File: config.mk
export PLATFORM = sky130hd
export DESIGN_NAME = tdm_demux4
export DESIGN_NICKNAME = d
export VERILOG_FILES = /design/src/rtl/tdm_demux4.sv
export SDC_FILE = /design/constraint.sdc
export NUM_CORES = 1
export LEC_CHECK = 0
export BUFFER_PORTS_ARGS = -buffer_cell sky130_fd_sc_hd__clkbuf_2
export CORE_AREA = 2 2 39 41
export DETAILED_ROUTE_END_ITERATION = 16
export DIE_AREA = 0 0 41 43
export PLACE_DENSITY = 0.57
export SKIP_CTS_REPAIR_TIMING = 1
export SYNTH_ARGS = -nofsm -noshare
export SYNTH_HDL_FRONTEND = slang
export SYNTH_SLANG_ARGS = --single-unit
File: constraint.sdc
create_clock -name clk -period 1.29 [get_ports clk]
set_input_delay 0.129 -clock clk [delete_from_list [all_inputs] [get_ports clk]]
set_output_delay 0.129 -clock clk [all_outputs]
set_load 0.01 [all_outputs]
File: src/rtl/tdm_demux4.sv
// Receive side of the 4:1 TDM link: spreads consecutive beats over lanes a..d and releases them as one frame.
// Optional TDM_SYNC_ERR_EN adds a resync pulse (sync_err) and a saturating resync counter (err_cnt).
module tdm_demux4 #(
    parameter int WIDTH = 1
) (
    input  logic             clk,
    input  logic             rst_n,
    input  logic [WIDTH-1:0] din,
    input  logic             din_valid,
    input  logic             frame_sync,
    output logic [WIDTH-1:0] a,
    output logic [WIDTH-1:0] b,
    output logic [WIDTH-1:0] c,
    output logic [WIDTH-1:0] d,
    output logic             out_valid,
    output logic [1:0]       slot
`ifdef TDM_SYNC_ERR_EN
    ,
    output logic             sync_err,
    output logic [7:0]       err_cnt
`endif
);

    logic [1:0]       slot_q, slot_d;
    logic [WIDTH-1:0] stage0_q, stage0_d;
    logic [WIDTH-1:0] stage1_q, stage1_d;
    logic [WIDTH-1:0] stage2_q, stage2_d;
    logic [WIDTH-1:0] a_q, a_d, b_q, b_d, c_q, c_d, d_q, d_d;
    logic             out_valid_q, out_valid_d;
    logic [1:0]       eff_slot;

    // frame_sync forces the beat into slot 0, dropping any partial frame in staging
    assign eff_slot = frame_sync ? 2'd0 : slot_q;

    always_comb begin
        slot_d      = slot_q;
        stage0_d    = stage0_q;
        stage1_d    = stage1_q;
        stage2_d    = stage2_q;
        a_d         = a_q;
        b_d         = b_q;
        c_d         = c_q;
        d_d         = d_q;
        out_valid_d = 1'b0;
        if (din_valid) begin
            case (eff_slot)
                2'd0: begin
                    stage0_d = din;
                    slot_d   = 2'd1;
                end
                2'd1: begin
                    stage1_d = din;
                    slot_d   = 2'd2;
                end
                2'd2: begin
                    stage2_d = din;
                    slot_d   = 2'd3;
                end
                default: begin
                    a_d         = stage0_q;
                    b_d         = stage1_q;
                    c_d         = stage2_q;
                    d_d         = din;
                    out_valid_d = 1'b1;
                    slot_d      = 2'd0;
                end
            endcase
        end
    end

    always_ff @(posedge clk or negedge rst_n) begin
        if (!rst_n) begin
            slot_q      <= '0;
            stage0_q    <= '0;
            stage1_q    <= '0;
            stage2_q    <= '0;
            a_q         <= '0;
            b_q         <= '0;
            c_q         <= '0;
            d_q         <= '0;
            out_valid_q <= 1'b0;
        end else begin
            slot_q      <= slot_d;
            stage0_q    <= stage0_d;
            stage1_q    <= stage1_d;
            stage2_q    <= stage2_d;
            a_q         <= a_d;
            b_q         <= b_d;
            c_q         <= c_d;
            d_q         <= d_d;
            out_valid_q <= out_valid_d;
        end
    end

    assign a         = a_q;
    assign b         = b_q;
    assign c         = c_q;
    assign d         = d_q;
    assign out_valid = out_valid_q;
    assign slot      = slot_q;

`ifdef TDM_SYNC_ERR_EN
    logic       sync_err_q, sync_err_d;
    logic [7:0] err_cnt_q, err_cnt_d;
    logic       resync;

    // A sync mark landing mid-frame is a resync; the counter sticks at its maximum
    assign resync = din_valid && frame_sync && (slot_q != 2'd0);

    always_comb begin
        sync_err_d = resync;
        err_cnt_d  = err_cnt_q;
        if (resync && (err_cnt_q != 8'hFF)) begin
            err_cnt_d = err_cnt_q + 8'd1;
        end
    end

    always_ff @(posedge clk or negedge rst_n) begin
        if (!rst_n) begin
            sync_err_q <= 1'b0;
            err_cnt_q  <= '0;
        end else begin
            sync_err_q <= sync_err_d;
            err_cnt_q  <= err_cnt_d;
        end
    end

    assign sync_err = sync_err_q;
    assign err_cnt  = err_cnt_q;
`endif

endmodule

==> Yosys cells after proc, flatten, opt, wreduce, memory -nomap -nowiden <==
Cells that the tools add are included.
{ "totals": {"register_bits": 10, "inputBits": 5, "output_inout_bits": 7, "word_cells": 22} }
{ "op_classes": {"n_eq_ne": 2, "mux": 4, "bitwise": 1, "n_reduce_logical": 6} }
{ "ops": {"columns": ["op", "n"], "rows": [
  ["$reduce_and A2 Y1", 4],
  ["$pmux W2 S3", 1],
  ["$reduce_or A3 Y1", 1],
  ["$eq A2 B1 Y1 const B", 1],
  ["$eq A2 B2 Y1 const B", 1],
  ["$logic_not A2 Y1", 1],
  ["$mux W1", 2],
  ["$mux W2", 1],
  ["$not A1 Y1", 1]
]} }

==> Logic depth before layout (Yosys ltp) <==
{ "depth": {"ltp_word": 5, "ltp_mapped": 4, "depth_no_buf": 4} }

==> Least setup slack after synthesis <==
Ideal clock, no wire load.
{ "synth_timing": {"path_type": "reg-to-reg", "start": "reg slot_q[0] (netlist: slot[0])", "end": "reg stage0_q", "setup_ns": 0.125, "arrival_time_ns": 1.277, "t_required_ns": 1.165, "slack_ns": -0.111, "stages_incl_launch_ff": 5, "path_buffers": 0, "period_less_slack_ns": 1.401, "path_cell_list": "dfrtp_1 -> or2b_1 -> ha_1 -> nand2_1 -> mux2_2"} }
{ "synth_between": {"elab_chain_cells": 3} }
{ "synth_rtl": {"columns": ["element", "line", "text"], "rows": [
  ["start: declaration", "24", "logic [1:0] slot_q, slot_d;"],
  ["start signal: assignment", "83", "slot_q <= slot_d;"],
  ["$mux W2", "33", "assign eff_slot = frame_sync ? 2'd0 : slot_q;"],
  ["$logic_not A2 Y1", "46", "case (eff_slot)"],
  ["$reduce_and A2 Y1 (no line)", null, null],
  ["end signal: assignment", "84", "stage0_q <= stage0_d;"],
  ["end: declaration", "25", "logic [WIDTH-1:0] stage0_q, stage0_d;"]
]} }
Every way passes these cells.
A chain may end at the register's enable or synchronous reset.

==> Worst setup path in the final report <==
Ends and elaborated chain as after synthesis.

==> run_results.csv <==
group,metric,value,unit
sta,fin_skew,0.00603,ns
sta,finalHoldViolCount,0,
setup_path,critPathRequiredTime,1.44,ns
layout,drive_gt1_frac,0.622,
setup_path,r2r-start,"slot[0]",
layout,n_antenna_cell,0,
setup_path,cp-end-kind,"flip-flop",
setup_path,cp.arrival,1.41,ns
sta,fin_crit_sh,0.974,
grt,grt_pass1_vias,254,
setup_path,crit_slowest_cell,"dfrtp_2",
setup_path,worst-path-buf-inv,0,
setup_path,cp.depth,4,
setup_path,path_class,"flip-flop to flip-flop",
die,fp-row-count,14,
logic_synthesis,synth_area,445,sq um
logic_synthesis,synthCells,28,
setup_path,reg2regPathDepth,4,
routing,avgViaCountPerCell,4.69,
clocking,htree_num_levels,1,
sta,worst_pin_slew,0.248,ns
setup_path,path_cells,"or2b_1, ha_2, nand2_2, mux2_4",
clocking,cts_buffer_depth,2,
die,core,1380,sq um
power_and_ir_drop,ir_drop,0.544,mV
setup_path,r2r-end,"stage0_q",
run_status,status,"complete, no violations",
place,placed_cells,56,
setup_path,worstSetupStartpointType,"flip-flop",
sta,slew_headroom,0.834,
setup_path,critPathTopFamily,"flip-flops",
clocking,clock_sinks,10,
worst_hold_path,holdPathEnd,"stage0_q",
logic_synthesis,synthesis.nets,34,
grt,grt_max_degree,11,
routing,vias,286,
clocking,clk_latency,0.26,ns
grt,track_usage,0.110,
sta,tns,0,ns
worst_hold_path,min_path_type,"input port to flip-flop",
logic_synthesis,yosysTopAreaCell,"dfrtp_1",
layout,finalInstanceArea,574,sq um
layout,stdcell_count,61,
logic_synthesis,avgSynthCellArea,15.9,sq um
die,die-area,1760,sq um
layout,finalNetCount,52,
routing,ant_nets,0,
setup_path,cpPeakStageDelay,0.38,ns
die,ioPinCount,12,
place,placed_cell_area,538,sq um
die,die_h,43,microns
worst_hold_path,whs_path_depth,2,
sta,fin_crit,1.26,ns
sta,fmax,0.796,GHz
layout,final_cell_mix,"11 x clkbuf_2, 9 x dfrtp_1, 5 x mux2_2, 3 x mux2_4, 3 x clkbuf_4",
logic_synthesis,ys_seq_elements,10,
power_and_ir_drop,pwr_density_cell,1820,nW/um^2
run,cap_violations,0,
clocking,cts_buffers,3,
routing,wl_per_cell,12.2,microns
place,routabilityCongestion,0.725,
grt,grt_antenna_before_repair,0,
sta,rsz0062_at_grt,"true",
setup_path,r2r_slack,0.03,ns
routing,routed_wl,746,microns
place,portBuffers,11,
power_and_ir_drop,p_leak,0.287,nW
die,initial_core_util,0.322,
layout,final_common_cell,"clkbuf_2",
logic_synthesis,synth_top_area_share,0.562,
sta,report.final.slew_viol_count,0,
clocking,tritoncts,"built",
grt,overflow,0,
routing,drc,0,
setup_path,critical_path.startpoint,"slot[0]",
setup_path,crit_fanout,4,
logic_synthesis,ys_seq_area_frac,0.562,
layout,areaGrowthSynthToFinish,28.9,%
logic_synthesis,synth_warnings,0,
clocking,cts_root_buffer,"clkbuf_4",
grt,grt_first_pass_wirelength,1140,microns
clocking,clk_pin_slew,0.07,ns
logic_synthesis,synth_cell_types,13,
routing,drt_iter0_markers,7,
sta,finalSetupViolations,0,
routing,first_pass_iters,2,
worst_hold_path,hold_start,"din",
die,die_x,41,microns
logic_synthesis,synthTopCellsByArea,"dfrtp_1 56%, mux2_2 15%, mux2_4 6.7%",
-- where the power goes --
| part | total, W | internal [W] | leakage (nW) | switching (W) |
|---|---|---|---|---|
| sequential | 0.000498 | 0.000430 | 0.120 | 0.0000675 |
| combinational | 0.000322 | 0.000192 | 0.152 | 0.000130 |
| clock | 0.000223 | 0.000119 | 0.0150 | 0.000103 |
| total | 0.00104 | 0.000742 | 0.287 | 0.000301 |
-- kinds of logic (layout without fill, tap and decap cells) --
| logic type | Yosys count | in the layout | synth area share |
|---|---|---|---|
| AND/OR/NAND/NOR | 7 | 7 | 0.166 |
| flip-flops | 10 | 10 | 0.562 |
| multiplexers | 8 | 8 | 0.219 |
| buffers and inverters | 1 | 18 | 0.00842 |
| AO/OA/AOI/OAI | 1 | 1 | 0.0169 |
| adder cells (fa/ha/maj) | 1 | 1 | 0.0281 |
-- how the worst max path moves through the flow --
stage / end / slack [ns]
floorplan: stage0_q / 0.002
global placement: stage0_q / 0.08
detailed placement: stage0_q / 0.04
CTS: stage0_q / 0.03
global route: stage0_q / -0.003
finish: stage0_q / 0.03
-- stage by stage --
step,setup WS (ns),util,hold slack [ns],total power (W)
final,0.0336,0.415,0.146,0.00104
after global routing,-0.00291,0.415,0.136,0.00113
after CTS,0.0319,0.408,-0.287,0.00107
after detailed placement,0.0428,0.389,0.00901,0.000830
after global placement,0.0835,0.389,-0.00234,0.000816
after floorplan,0.00246,-,-0.167,0.000700
-- cell usage after synthesis (all sizes together) --
cell / number
dfrtp: 10
mux2: 8
and4bb: 2
ha: 1
inv: 1
nand2: 1
nand2b: 1
nand3b: 1
nand4b: 1
o21a: 1
or2b: 1
-- sequential cells by signal (all words and copies together) (netlist names) --
name / flops
slot: 2
a: 1
b: 1
c: 1
d: 1
out_valid: 1
stage0_q: 1
stage1_q: 1
stage2_q: 1
-- final cells by class --
type                            count  area [sq um]
Multi-Input combinational cell     17           200
Inverter                            1          3.75
Clock buffer                        4          26.3
Sequential cell                    10           251
Fill cell                         142           810
Tap cell                           16          20.0
Timing Repair Buffer               13          72.6
-- layer usage --
layer | routed length (microns) | track usage | vias to the layer above
met5 | 0 | 0 | -
met4 | 0 | 0.100 | 0
met3 | 40 | 0.0628 | 0
met2 | 388 | 0.144 | 6
met1 | 318 | 0.116 | 143
li1 | - | - | 137
(Power assumes the default switching activity.)
